--- config.mk ---
export PLATFORM = sky130hd
export DESIGN_NAME = sys_ctrl_mb
export DESIGN_NICKNAME = d
export VERILOG_FILES = /design/src/rtl/sys_ctrl_pkg.sv /design/src/rtl/sys_ctrl_tmo.sv /design/src/rtl/sys_ctrl_mb.sv
export SDC_FILE = /design/constraint.sdc
export NUM_CORES = 1
export LEC_CHECK = 0
export ABC_AREA = 1
export ABC_CLOCK_PERIOD_IN_PS = 2240
export BUFFER_PORTS_ARGS = -buffer_cell sky130_fd_sc_hd__buf_2
export CAP_MARGIN = 20
export CORE_MARGIN = 4
export CORE_UTILIZATION = 50
export CTS_CLUSTER_SIZE = 8
export DETAILED_ROUTE_END_ITERATION = 10
export PLACE_DENSITY = 0.74
export SLEW_MARGIN = 10
export SYNTH_ARGS = -nofsm -noshare
export SYNTH_HDL_FRONTEND = slang
export SYNTH_HIERARCHICAL = 1
export SYNTH_SLANG_ARGS = --single-unit
--- constraint.sdc ---
create_clock -name CLK -period 2.24 [get_ports CLK]
set_input_delay 0.112 -clock CLK [delete_from_list [all_inputs] [get_ports CLK]]
set_output_delay 0.112 -clock CLK [all_outputs]
set_load 0.03 [all_outputs]
--- src/rtl/sys_ctrl_pkg.sv ---
// Shared types and constants for the second-generation system controller.
// Command bytes, error codes and the ALU operand register addresses live here.
package sys_ctrl_pkg;

  typedef enum logic [3:0] {
    S_IDLE,
    S_W_ADDR,
    S_W_DATA,
    S_R_ADDR,
    S_R_SEND,
    S_B_ADDR,
    S_B_CNT,
    S_B_RD,
    S_B_SEND,
    S_ALU_A,
    S_ALU_B,
    S_ALU_FUN,
    S_ALU_WAIT,
    S_ALU_SEND
  } state_e;

  localparam logic [7:0] CMD_WR     = 8'hAA;
  localparam logic [7:0] CMD_RD     = 8'hBB;
  localparam logic [7:0] CMD_ALU_OP = 8'hCC;
  localparam logic [7:0] CMD_ALU    = 8'hDD;
  localparam logic [7:0] CMD_BURST  = 8'hEE;

  localparam logic [1:0] ERR_NONE = 2'b00;
  localparam logic [1:0] ERR_CMD  = 2'b01;
  localparam logic [1:0] ERR_TMO  = 2'b10;

  localparam int ALU_A_ADDR = 0;
  localparam int ALU_B_ADDR = 1;

  // States that wait for the next frame byte and are therefore subject to the timeout
  function automatic logic is_timed(input state_e s);
    case (s)
      S_W_ADDR, S_W_DATA, S_R_ADDR, S_B_ADDR, S_B_CNT,
      S_ALU_A, S_ALU_B, S_ALU_FUN: return 1'b1;
      default:                     return 1'b0;
    endcase
  endfunction

endpackage

--- src/rtl/sys_ctrl_tmo.sv ---
// Inter-byte timeout counter: counts cycles while enabled, cleared by clr or
// when disabled; expired flags the cycle in which the count equals TMO_CYC.
module sys_ctrl_tmo #(
  parameter int TMO_CYC = 1023
) (
  input  logic CLK,
  input  logic RST,
  input  logic clr,
  input  logic en,
  output logic expired
);

  localparam int CW = (TMO_CYC < 2) ? 1 : $clog2(TMO_CYC + 1);
  localparam logic [CW-1:0] LIM = CW'(TMO_CYC);

  logic [CW-1:0] cnt_q;

  always_ff @(posedge CLK or negedge RST) begin
    if (!RST) begin
      cnt_q <= '0;
    end else if (clr || !en) begin
      cnt_q <= '0;
    end else if (cnt_q != LIM) begin
      cnt_q <= cnt_q + CW'(1);
    end
  end

  // A zero limit turns the timeout off entirely
  assign expired = (TMO_CYC != 0) && en && (cnt_q == LIM);

endmodule

--- src/rtl/sys_ctrl_mb.sv ---
// Command-frame decoder driving the register file, the clock-gated ALU and the
// TX FIFO. Strobes are decoded from state and inputs; error outputs are registered.
module sys_ctrl_mb
  import sys_ctrl_pkg::*;
#(
  parameter int DATA_WD       = 8,
  parameter int REG_ADDR_WD   = 4,
  parameter int ALU_FUN_WD    = 4,
  parameter int ALU_OUT_BYTES = 2,
  parameter int TMO_CYC       = 1023,
  localparam int ALU_OUT_WD   = DATA_WD * ALU_OUT_BYTES
) (
  input  logic                   CLK,
  input  logic                   RST,
  input  logic [DATA_WD-1:0]     DATA_SYNC,
  input  logic                   VALID_SYNC,
  input  logic [DATA_WD-1:0]     REG_RD_D,
  input  logic [ALU_OUT_WD-1:0]  ALU_OUT,
  input  logic                   ALU_OUT_VALID,
  input  logic                   FIFO_FULL,
  output logic                   REG_WR_EN,
  output logic                   REG_RD_EN,
  output logic [REG_ADDR_WD-1:0] REG_ADDR,
  output logic [DATA_WD-1:0]     REG_WR_D,
  output logic                   ALU_EN,
  output logic [ALU_FUN_WD-1:0]  ALU_FUN,
  output logic                   GATE_EN,
  output logic                   FIFO_WR_INC,
  output logic [DATA_WD-1:0]     FIFO_WR_D,
  output logic                   ERR_PULSE,
  output logic [1:0]             ERR_CODE
);

  // Result buffer is always four bytes wide so the byte index never selects past its end
  localparam int         BUF_WD   = 4 * DATA_WD;
  localparam logic [1:0] LAST_IDX = 2'(ALU_OUT_BYTES - 1);

  state_e                 state_q, state_d;
  logic [REG_ADDR_WD-1:0] addr_q, addr_d;
  logic [DATA_WD-1:0]     cnt_q, cnt_d;
  logic [ALU_FUN_WD-1:0]  fun_q, fun_d;
  logic [1:0]             idx_q, idx_d;
  logic [BUF_WD-1:0]      alu_q, alu_d;
  logic                   err_pulse_q, err_set;
  logic [1:0]             err_code_q, err_new;
  logic                   tmo_exp;

  sys_ctrl_tmo #(
    .TMO_CYC (TMO_CYC)
  ) u_tmo (
    .CLK     (CLK),
    .RST     (RST),
    .clr     (VALID_SYNC),
    .en      (is_timed(state_q)),
    .expired (tmo_exp)
  );

  always_ff @(posedge CLK or negedge RST) begin
    if (!RST) begin
      state_q     <= S_IDLE;
      addr_q      <= '0;
      cnt_q       <= '0;
      fun_q       <= '0;
      idx_q       <= '0;
      alu_q       <= '0;
      err_pulse_q <= 1'b0;
      err_code_q  <= ERR_NONE;
    end else begin
      state_q     <= state_d;
      addr_q      <= addr_d;
      cnt_q       <= cnt_d;
      fun_q       <= fun_d;
      idx_q       <= idx_d;
      alu_q       <= alu_d;
      err_pulse_q <= err_set;
      if (err_set) err_code_q <= err_new;
    end
  end

  always_comb begin
    state_d     = state_q;
    addr_d      = addr_q;
    cnt_d       = cnt_q;
    fun_d       = fun_q;
    idx_d       = idx_q;
    alu_d       = alu_q;
    err_set     = 1'b0;
    err_new     = ERR_NONE;
    REG_WR_EN   = 1'b0;
    REG_RD_EN   = 1'b0;
    REG_ADDR    = '0;
    REG_WR_D    = '0;
    ALU_EN      = 1'b0;
    ALU_FUN     = '0;
    GATE_EN     = 1'b0;
    FIFO_WR_INC = 1'b0;
    FIFO_WR_D   = '0;

    case (state_q)
      S_IDLE: begin
        if (VALID_SYNC) begin
          case (DATA_SYNC)
            DATA_WD'(CMD_WR):     state_d = S_W_ADDR;
            DATA_WD'(CMD_RD):     state_d = S_R_ADDR;
            DATA_WD'(CMD_ALU_OP): state_d = S_ALU_A;
            DATA_WD'(CMD_ALU):    state_d = S_ALU_FUN;
            DATA_WD'(CMD_BURST):  state_d = S_B_ADDR;
            default: begin
              err_set = 1'b1;
              err_new = ERR_CMD;
            end
          endcase
        end
      end
      S_W_ADDR: begin
        if (VALID_SYNC) begin
          addr_d  = DATA_SYNC[REG_ADDR_WD-1:0];
          state_d = S_W_DATA;
        end
      end
      S_W_DATA: begin
        if (VALID_SYNC) begin
          REG_WR_EN = 1'b1;
          REG_ADDR  = addr_q;
          REG_WR_D  = DATA_SYNC;
          state_d   = S_IDLE;
        end
      end
      S_R_ADDR: begin
        if (VALID_SYNC) begin
          REG_RD_EN = 1'b1;
          REG_ADDR  = DATA_SYNC[REG_ADDR_WD-1:0];
          state_d   = S_R_SEND;
        end
      end
      S_R_SEND: begin
        if (!FIFO_FULL) begin
          FIFO_WR_INC = 1'b1;
          FIFO_WR_D   = REG_RD_D;
          state_d     = S_IDLE;
        end
      end
      S_B_ADDR: begin
        if (VALID_SYNC) begin
          addr_d  = DATA_SYNC[REG_ADDR_WD-1:0];
          state_d = S_B_CNT;
        end
      end
      S_B_CNT: begin
        if (VALID_SYNC) begin
          cnt_d   = DATA_SYNC;
          state_d = (DATA_SYNC == '0) ? S_IDLE : S_B_RD;
        end
      end
      S_B_RD: begin
        REG_RD_EN = 1'b1;
        REG_ADDR  = addr_q;
        state_d   = S_B_SEND;
      end
      S_B_SEND: begin
        if (!FIFO_FULL) begin
          FIFO_WR_INC = 1'b1;
          FIFO_WR_D   = REG_RD_D;
          addr_d      = addr_q + REG_ADDR_WD'(1);
          cnt_d       = cnt_q - DATA_WD'(1);
          state_d     = (cnt_q == DATA_WD'(1)) ? S_IDLE : S_B_RD;
        end
      end
      S_ALU_A: begin
        if (VALID_SYNC) begin
          REG_WR_EN = 1'b1;
          REG_ADDR  = REG_ADDR_WD'(ALU_A_ADDR);
          REG_WR_D  = DATA_SYNC;
          state_d   = S_ALU_B;
        end
      end
      S_ALU_B: begin
        if (VALID_SYNC) begin
          REG_WR_EN = 1'b1;
          REG_ADDR  = REG_ADDR_WD'(ALU_B_ADDR);
          REG_WR_D  = DATA_SYNC;
          state_d   = S_ALU_FUN;
        end
      end
      S_ALU_FUN: begin
        if (VALID_SYNC) begin
          fun_d   = DATA_SYNC[ALU_FUN_WD-1:0];
          ALU_EN  = 1'b1;
          GATE_EN = 1'b1;
          ALU_FUN = DATA_SYNC[ALU_FUN_WD-1:0];
          state_d = S_ALU_WAIT;
        end
      end
      S_ALU_WAIT: begin
        ALU_EN  = 1'b1;
        GATE_EN = 1'b1;
        ALU_FUN = fun_q;
        if (ALU_OUT_VALID) begin
          alu_d   = BUF_WD'(ALU_OUT);
          idx_d   = '0;
          state_d = S_ALU_SEND;
        end
      end
      S_ALU_SEND: begin
        if (!FIFO_FULL) begin
          FIFO_WR_INC = 1'b1;
          FIFO_WR_D   = alu_q[int'(idx_q)*DATA_WD +: DATA_WD];
          idx_d       = idx_q + 2'd1;
          if (idx_q == LAST_IDX) state_d = S_IDLE;
        end
      end
      default: state_d = S_IDLE;
    endcase

    // An arriving byte beats an expiry in the same cycle; otherwise abort the frame
    if (tmo_exp && !VALID_SYNC) begin
      state_d = S_IDLE;
      err_set = 1'b1;
      err_new = ERR_TMO;
    end
  end

  assign ERR_PULSE = err_pulse_q;
  assign ERR_CODE  = err_code_q;

endmodule
==> results.md, run 1 <==
* Run status: finished, final reports clean
* Seq cells post-synth at 51
* Switching share of power at 44.4%
* Root buffer cell: clkbuf_8
* Leading area contributor after synthesis: dfrtp_1
* Vias per cell at 5.32
* Register area share after synthesis at 37.3%
* CTS H-tree lvls at 2
* Final core occ at approximately 62%
* Max Cap Violations at 0
* CTS tree: built
* Crit Path Max Fanout at 9
* Layout area overhead at 18.3%
* Final WL at 8630 microns
* Synth warnings at 6
* Skew-Pair Late Insertion Delay at around 310 ps
* Worst slew margin at 56.7%
* Internal power at 2.30 mW
* Row cnt at 29
* Psw at about 1.8 mW
* Top delay family on crit path: buffers and inverters
* Met1 wire length at between 3000 and 4000 microns
* Fillers at 603
* Most used flip-flop cell after synthesis: dfrtp_1
* Global route overflow at 0
* Worst Path Required at 2130 ps
* I/O Pins at around 70
* Commonest non-fill, non-tap cell in the layout: nand2_1
* Fin. Hold Viols at 0
* Library cells used by synthesis at 45
* Power density cells at 1020 mW/mm^2
* ANT cells at 0
* Crit path buffers/inverters at 3
* Placer congestion estimate at about 0.91
* RSZ-0062 raised after global routing: true
* Hold_ws at between 7 and 8 ps
* Final net count at 588
* Die ar. at 0.00822 sq mm
* Share of the synthesized area in the top cell type at 37.3%
* Clock power share at 16.0%
* HPWL Detailed at 6470 microns
* I/O Buffers at 68
* Layout cells sized above 1 at 25.4%
* Post-route design area at slightly above 0.004 sq mm
* CTS Buf Count at 5
* Mapped Avg Cell Area at about 7.4 sq um
* Min Tclk post-route at roughly 2200 ps
* Ys async rst share at 100%
* Post-route ant nets at 0
* WL/cell at 13.9 microns
* Worst-path clk slew at 100 ps
* Most repeated library cell on the critical path: inv_1
* DP Area at between 0.003 and 0.004 sq mm
* Met2 WL at 3990 microns
* Crit path kind: flip-flop to output port
* Top area cells in the synthesized netlist: dfrtp_1 (37%), nand2_1 (13%), nor2_1 (6.4%)
* Startpoint types: flip-flop
* Sequential Area at 0.00128 sq mm
* Largest net degree at the start of global routing at 52
* Sequential share of power at 36.8%
* CP arrival at approximately 2000 ps
* Initial DRC count at 188
* Worst-Margin Slew at 649 ps
* Worst hold-check path type: input port to flip-flop
* Clock sink count at 51
* Syn Nets at 510
* Area of the multi-input gates at approximately 0.0019 sq mm
* Placed cell count at 604
* Commonest non-fill, non-tap cells in the layout: nand2_1 (114), buf_2 (65), nor2_1 (57)
* Crit. End Element: output port
* Synth Instances at about 460
* Initial Utilization at 52.6%
* Via count at 3,300
* 1st-pass router iterations at 5
* Initial antenna violation count at 0
* FMAX at between 0.4 and 0.5 GHz
* Area of the mapped netlist at 0.00342 sq mm
* VDD IR max at 0.000547 V
* Top layer in use: met4
* Die span in y at 90.7 microns
* Critical-path cell list: inv_1, ha_1, inv_1, nor2_4, nand2_4, o41ai_1, buf_2
* DRC at 0
* Number of synthesized flops with an enable pin at 0
* Core area at ~0.0065 sq mm
* Final cell count without fillers at 620
* Slowest CP cell: dfrtp_1
* Static Leak at 2.27 nW
* Period utilization at 96.1%
* CP max stage delay at 420 ps
* Setup violations, final at 0
* First-pass GRT wire length at 14,400 microns
* WL met3 at 507 microns
* CTS max path bufs at 2
* Overall routing resource usage at between 20% and 30%
* Fin. max-slew vios at 0
* DIE WIDTH at 90.7 microns
* Number of global-route vias before repair at 3,029
* Setup Skew at 10.6 ps
* Logic pwr share at 47.2%
[power by group through the flow]
| stage | registers, mW | logic [mW] | clock network [mW] |
|---|---|---|---|
| 6_report | 1.52 | 1.95 | 0.664 |
| 5_1_grt | 1.57 | 2.21 | 0.711 |
| 3_3_place_gp | 1.52 | 1.76 | 0 |
| 3_5_place_dp | 1.54 | 1.81 | 0 |
| 4_1_cts | 1.52 | 1.82 | 0.678 |
| 2_1_floorplan | 1.44 | 1.42 | 0 |
[cell families after synthesis]
logic type / count (synthesis) / share of synthesized area [%]
adders and majority gates: 9 / 3.30
DFF: 51 / 37.3
buffers and inverters: 73 / 9.15
AOI/OAI and AO/OA: 68 / 12.0
xor gates and xnor gates: 1 / 0.256
muxes: 16 / 5.27
and+or+nand+nor: 246 / 32.7
[metal layers]
metal | GRT usage, % | vias to the layer above
met4 | 5.74 | 0
met5 | 0 | -
met3 | 3.50 | 18
li1 | - | 1673
met2 | 32.7 | 101
met1 | 30.5 | 1508
[cells in the mapped netlist, types with 3 or more instances]
library cell and instances:
nand4_1 4, dfrtp_1 51, nand3_1 37, o21ai_0 33, inv_2 4, nand2_2 7, nand2_1 116, ha_1 9
nor2_2 6, o22ai_1 3, o41ai_1 9, a21oi_1 11, nand3b_1 3, mux2_2 12, mux2_1 4, nor2_1 58
buf_6 3, inv_1 56
[final timing paths]
kind / startpoint / to / slack, ps / cells after the start
min reg2reg: ERR_CODE[1] / ERR_CODE[1] / 490 / 2
max in group asynchronous: RST / state_q[2] / 1340 / 3
min: ALU_OUT[10] / alu_q[10] / 8 / 2
max reg2reg: u_tmo/cnt_q[1] / state_q[2] / 140 / 14
max: state_q[1] / FIFO_WR_D[7] / 90 / 7
min in group asynchronous: RST / cnt_q[2] / 440 / 3
[registers in the layout, summed over array words and instances (netlist names)]
register     cells
idx_q            2
cnt_q            8
fun_q            4
state_q          4
addr_q           4
alu_q           16
ERR_CODE         2
u_tmo/cnt_q     10
ERR_PULSE        1
[layout make-up]
type	count	area share [%]
clock buffers	5	1.70
multi-input cells	341	46.4
flip-flops and latches	51	31.6
well taps	77	2.38
repair buffers	79	10.7
inverters	64	6.10
clock inverters	3	1.14
[timing repair]
action / in CTS / in global routing
hold buffers: 1 / 0
buffers inserted: 0 / 6
hold endpoints to repair: 51 / 0
gates resized for setup: 0 / 15
setup endpoints to repair: 0 / 23
[per-stage QoR]
step / setup TNS [ps] / setup WS, ps / total power [mW]
after floorplan: 0 / 87.9 / 2.87
after global placement: 0 / 132 / 3.28
after detailed placement: 0 / 43.4 / 3.35
after CTS: 0 / 11.1 / 4.02
after global routing: -212 / -65.4 / 4.50
final: 0 / 88.3 / 4.14
Power figures use the tool's default switching activity.
==> run 2: changes to the inputs <==
MAX_ROUTING_LAYER = met4   (was not set)
==> run 2 against run 1 <==
Register-to-register slack barely moved; worst hold slack worse by 1.6 ps; via count is 0.15% higher; critical path type unchanged.
==> results.md, run 2 (synthesized netlist as in run 1, its figures left out) <==
* Run status: finished, final reports clean
* Met1 wire length at 4020 microns (+1.4%)
* Static Leak at 2.25 nW (-0.78%)
* Fin. Hold Viols at 0 (unchanged)
* Number of global-route vias before repair at 3,070 (+1.4%)
* Min Tclk post-route at 2110 ps (-37.3 ps)
* Post-Place Setup Slack at 69.6 ps (+26.2 ps)
* Clock sink count at 51 (unchanged)
* CTS H-tree lvls at 2 (unchanged)
* Root buffer cell: clkbuf_8
* WHS Endpoint: alu_q[10]
* Worst Path Required at 2130 ps (about the same)
* Die ar. at 0.00822 sq mm (unchanged)
* Worst-Margin Slew at 551 ps (-97.9 ps)
* DIE WIDTH at 90.7 microns (unchanged)
* CP max stage delay at 420 ps (about the same)
* Most repeated library cell on the critical path: inv_1
* Crit path kind: flip-flop to output port
* Biggest regs: alu_q (16), u_tmo/cnt_q (10), cnt_q (8)
* Layout area overhead at 17.5%
* Placer congestion estimate at 0.924 (+2.0%)
* Layout cells sized above 1 at 24.7% (-0.74 points)
* CTS tree: built
* Max Cap Violations at 0 (unchanged)
* DRC at 0 (unchanged)
* Setup violations, final at 0 (unchanged)
* Final core occ at 61.8% (-0.44 points)
* Worst reg2reg path depth at 14 (unchanged)
* Largest net degree at the start of global routing at 23 (-56%)
* Via count at 3,305 (+0.15%)
* Top layer in use: met4
* Core area at 0.00649 sq mm (unchanged)
* CP arrival at 2000 ps (-40 ps)
* Initial Utilization at 52.6% (unchanged)
* Post-route ant nets at 0 (unchanged)
* FF-to-FF End: state_q[2]
* Setup Skew at 12.2 ps (+1.61 ps)
* Met2 WL at 4040 microns (+1.3%)
* Initial DRC count at 191 (+1.6%)
* Setup ws final at 126 ps (+37.3 ps)
* VDD IR max at 0.000492 V (-10%)
* Fillers at 607 (+0.66%)
* Worst hold-check path type: input port to flip-flop
* Final WL at 8610 microns (-0.21%)
* CTS Buf Count at 5 (unchanged)
* Placed cell count at 605 (+0.17%)
* Overall routing resource usage at 21.5% (+0.36 points)
* HPWL Detailed at 6620 microns (+2.3%)
* Fin. max-slew vios at 0 (unchanged)
* Worst-path clk slew at 100 ps (about the same)
* Skew-Pair Late Insertion Delay at 310 ps (about the same)
* Global route overflow at 0 (unchanged)
* Final cell count without fillers at 616 (-0.65%)
* I/O Pins at 69 (unchanged)
* WL met3 at 461 microns (-9.1%)
* R2r setup slk at 140 ps (about the same)
* First-pass GRT wire length at 14,200 microns (-1.3%)
* Largest register by flop count: alu_q
* CTS max path bufs at 2 (unchanged)
* Worst slew margin at 63.3% (+6.5 points)
* Slowest CP cell: dfrtp_1
* Vias per cell at 5.37 (+0.80%)
* 1st-pass router iterations at 5 (unchanged)
* Worst Hold Depth at 2 (unchanged)
* Crit Path Max Fanout at 9 (unchanged)
* Critical-path cell list: inv_1, ha_1, inv_1, nor2_4, nand2_4, o41ai_1, buf_2
* Initial antenna violation count at 0 (unchanged)
* Crit. End Element: output port
* Row cnt at 29 (unchanged)
* Startpoint types: flip-flop
* I/O Buffers at 68 (unchanged)
* HP Start: ALU_OUT[10]
* Final net count at 584 (-0.68%)
* Period utilization at 94.4% (-1.7 points)
* WL/cell at 14.0 microns (+0.44%)
* Power density cells at 1010 mW/mm^2 (-1.6%)
* Commonest non-fill, non-tap cell in the layout: nand2_1
* ANT cells at 0 (unchanged)
* Max FFs per register at 16 (unchanged)
* RSZ-0062 raised after global routing: true
* Commonest non-fill, non-tap cells in the layout: nand2_1 (115), buf_2 (65), nor2_1 (57)
* Crit Reg-Reg Startpoint: u_tmo/cnt_q[0]
* FMAX at 0.473 GHz (+1.8%)
* Die span in y at 90.7 microns (unchanged)
run 2: changes by cell type in the layout (fill, tap and decap cells not counted), sizes merged:
cell	previous run	this run
buf	78	75
a21oi	14	13
run 2: where the power goes:
part           switching (mW)  internal, mW  total, mW
Clock                   0.319         0.337      0.656
Sequential              0.266          1.25       1.52
Combinational            1.21         0.660       1.87
run 2: worst max-delay path by stage:
| stage | start | endpoint | cells after the start |
|---|---|---|---|
| after CTS | state_q[0] | FIFO_WR_D[0] | 7 |
| after floorplan | state_q[1] | FIFO_WR_D[0] | 6 |
| after global routing | u_tmo/cnt_q[1] | state_q[3] | 14 |
| after global placement | state_q[0] | state_q[2] | 14 |
| final | state_q[1] | FIFO_WR_D[0] | 7 |
| after detailed placement | state_q[0] | state_q[2] | 14 |
run 2: critical path: cells and delay by family (launching register included):
family	cells	cell delay (ps)
flops	1	420
simple gates	2	300
compound gates	1	300
fa+ha+maj	1	200
buf+inv	3	470
run 2: layout make-up:
type	instances	area, sq um	share of cell area, %
well taps	77	96.3	2.40
clock buffers	5	68.8	1.71
clock inverters	3	46.3	1.15
inverters	64	246	6.14
repair buffers	76	410	10.2
flip-flops and latches	51	1280	31.8
multi-input cells	340	1870	46.6
run 2: what timing repair did:
item / in CTS / in global routing
hold buffers: 1 / 0
endpoints found under the hold margin: 20 / 0
setup endpoints to repair: 0 / 24
gates resized for setup: 0 / 14
buffers inserted: 0 / 2
run 2: per-layer routing:
metal | GRT usage (%) | up-vias
li1 | - | 1659
met1 | 29.1 | 1527
met2 | 33.7 | 110
met3 | 3.50 | 9
met4 | 5.48 | 0
met5 | - | -
run 2: per-stage QoR:
step | total power, mW | hold slack (ps) | setup TNS, ps | instance area [sq um]
global placement | 3.28 | 128 | 0 | 3820
detailed placement | 3.34 | 132 | 0 | 3820
global route | 4.39 | 0.340 | -267 | 4020
finish | 4.05 | 6.20 | 0 | 4020
floorplan | 2.87 | -184 | 0 | 3420
CTS | 4.01 | 2.37 | 0 | 3950
==> run 3: changes to the inputs <==
==> constraint.sdc (replaced) <==
create_clock -name CLK -period 2.24 [get_ports CLK]
set_input_delay 0.56 -clock CLK [delete_from_list [all_inputs] [get_ports CLK]]
set_output_delay 0.56 -clock CLK [all_outputs]
set_load 0.03 [all_outputs]
==> run 3 against run 2 <==
Combinational power rose by 39%; flip-flop and latch count did not move; worst setup slack got worse by 320 ps; the flow now finishes with violations (negative setup slack); non-clock buffer count rose by 28; register-to-register slack barely moved; clock power fell by 9.9%; fmax fell by 13%; largest cell class unchanged; total power rose by 18%; highest routed layer unchanged; via count rose by 8.9%; routed wire length rose by 19%; clock skew barely moved; sequential power rose by 3%.
==> results.md, run 3 (synthesized netlist as in run 1, its figures left out) <==
* Run status: complete, but fails checks
* Failing checks: negative setup slack
* Final net count at 614 (+5.1%)
* Slowest CP cell: dfrtp_1
* Global route overflow at 0 (unchanged)
* Final WL at 10,200 microns (+19%)
* WL/cell at 15.8 microns (+13%)
* CTS H-tree lvls at 2 (unchanged)
* CTS tree: built
* Largest net degree at the start of global routing at 52 (+130%)
* Area of the multi-input gates at 0.00214 sq mm (+15%)
* Row cnt at 29 (unchanged)
* HPWL Detailed at 6710 microns (+1.3%)
* Die ar. at 0.00822 sq mm (unchanged)
* Skew-Pair Late Insertion Delay at 310 ps (about the same)
* CTS Hold Bufs at 0 (-1)
* GRT Max-Usage Layer: met2
* Layout cells sized above 1 at 36.4% (+12 points)
* Worst-Margin Slew at 599 ps (+47.5 ps)
* VDD IR max at 0.000558 V (+13%)
* Min Tclk post-route at 2430 ps (+319 ps)
* Initial DRC count at 329 (+72%)
* Commonest non-fill, non-tap cell in the layout: nand2_1
* Commonest non-fill, non-tap cells in the layout: nand2_1 (105), nor2_1 (54), dfrtp_1 (48)
* Power density cells at 1020 mW/mm^2 (+1.7%)
* CTS max path bufs at 2 (unchanged)
* Root buffer cell: clkbuf_8
* Biggest regs: alu_q (16), u_tmo/cnt_q (10), cnt_q (8)
* Clock sink count at 51 (unchanged)
* Met2 usage at 38.9% (+5.1 points)
* Fin. Hold Viols at 0 (unchanged)
* Most repeated library cell on the critical path: buf_6
* DRC at 0 (unchanged)
* CP arrival at 1870 ps (-130 ps)
* Vias per cell at 5.57 (+3.8%)
* Hold_ws at 228 ps (+222 ps)
* Critical-path cell list: buf_6, nor2_4, nand2_4, buf_6, a21oi_4, nand2_1, inv_1, buf_6
* Static Leak at 2.53 nW (+12%)
* Setup Skew at 12.0 ps (-0.240 ps)
* Crit path kind: flip-flop to output port
* CTS Buf Count at 5 (unchanged)
* Die span in y at 90.7 microns (unchanged)
* Setup ws final at -194 ps (-319 ps)
* 1st-pass router iterations at 5 (unchanged)
* RSZ-0062 raised after global routing: true
* Logic pwr share at 54.5% (+8.3 points)
* I/O Pins at 69 (unchanged)
* Period utilization at 109% (+14 points)
* Crit. End Element: output port
* Crit Path Max Fanout at 5 (-4)
* Initial antenna violation count at 0 (unchanged)
* Startpoint types: flip-flop
* Sequential share of power at 33.0% (-4.6 points)
* Clock power share at 12.4% (-3.8 points)
* Max Cap Violations at 0 (unchanged)
* Overall routing resource usage at 23.6% (+2.1 points)
* Placer congestion estimate at 0.945 (+2.3%)
* First-pass GRT wire length at 15,700 microns (+11%)
* Layout area overhead at 35.9%
* Setup violations, final at 26 (+26)
* Worst hold-check path type: input port to async pin
* ANT cells at 0 (unchanged)
* I/O Buffers at 68 (unchanged)
* Largest register by flop count: alu_q
* Fillers at 476 (-22%)
* Post-Place Setup Slack at 33.3 ps (-36.3 ps)
* Sequential Area at 0.00128 sq mm (+0.20%)
* Core area at 0.00649 sq mm (unchanged)
* GR Util met3 at 3.00% (-0.50 points)
* Switching share of power at 47.0% (+2.7 points)
* Initial Utilization at 52.6% (unchanged)
* Max FFs per register at 16 (unchanged)
* Worst-path clk slew at 110 ps (about the same)
* Number of global-route vias before repair at 3,365 (+9.6%)
* Fin. max-slew vios at 0 (unchanged)
* FMAX at 0.411 GHz (-13%)
* DIE WIDTH at 90.7 microns (unchanged)
* Post-route ant nets at 0 (unchanged)
* Psw at 2.24 mW (+25%)
* Worst slew margin at 60.1% (-3.2 points)
* Internal power at 2.52 mW (+12%)
* CP max stage delay at 430 ps (about the same)
* Via count at 3,599 (+8.9%)
* GR Util met1 at 30.7% (+1.6 points)
* Worst Path Required at 1680 ps (-450 ps)
-- run 3: routing by layer --
layer,vias up,part of all wire (%)
li1,1721,-
met1,1711,42
met2,142,49
met3,25,5.8
met4,0,2.6
met5,-,0
-- run 3: area by class of cell --
type | instances | area share (%)
Multi-Input combinational cell | 342 | 46.1
Sequential cell | 51 | 27.6
Timing Repair Buffer | 104 | 16.5
Inverter | 64 | 5.60
Tap cell | 77 | 2.07
Clock buffer | 5 | 1.48
Clock inverter | 3 | 0.620
-- run 3: path summary, 6_finish.rpt --
kind | startpoint | slack (ps) | depth (start not counted) | endpoint
hold / removal | RST | 230 | 2 | cnt_q[1]
hold reg to reg | ERR_CODE[1] | 480 | 2 | ERR_CODE[1]
setup reg to reg | state_q[0] | 140 | 15 | state_q[2]
setup / recovery | state_q[2] | -190 | 8 | REG_WR_D[0]
max in group asynchronous | RST | 1760 | 2 | idx_q[0]
min in group CLK | ALU_OUT[10] | 450 | 2 | alu_q[10]
-- run 3: power groups by stage --
stage,combinational (mW),sequential (mW),clock [mW]
6_report,2.59,1.57,0.591
5_1_grt,2.83,1.61,0.633
4_1_cts,2.16,1.54,0.597
3_5_place_dp,1.86,1.53,0
3_3_place_gp,1.82,1.52,0
2_1_floorplan,1.43,1.44,0
-- run 3: repair_timing --
action,in CTS,in global routing
pin swaps,6,22
endpoints found under the setup margin,29,33
cloned,2,1
resized for setup,65,63
hold endpoints to repair,0,0
buffers inserted,7,13
-- run 3: critical path: cells and delay by family (launching register included) --
family | cells | cell delay (ps)
buffers and inverters | 4 | 510
flip-flops | 1 | 430
AND/OR/NAND/NOR | 3 | 410
AO/OA/AOI/OAI | 1 | 210
-- run 3: through the flow --
stage / power, mW / instances / util, % / setup TNS (ps) / cell area [sq um]
global placement: 3.34 / 616 / 60.4 / 0 / 3920
finish: 4.76 / 646 / 71.5 / -2810 / 4640
floorplan: 2.87 / 464 / - / -2880 / 3420
CTS: 4.30 / 632 / 66.7 / -1720 / 4330
detailed placement: 3.40 / 616 / 60.4 / 0 / 3920
global route: 5.08 / 646 / 71.5 / -4140 / 4640
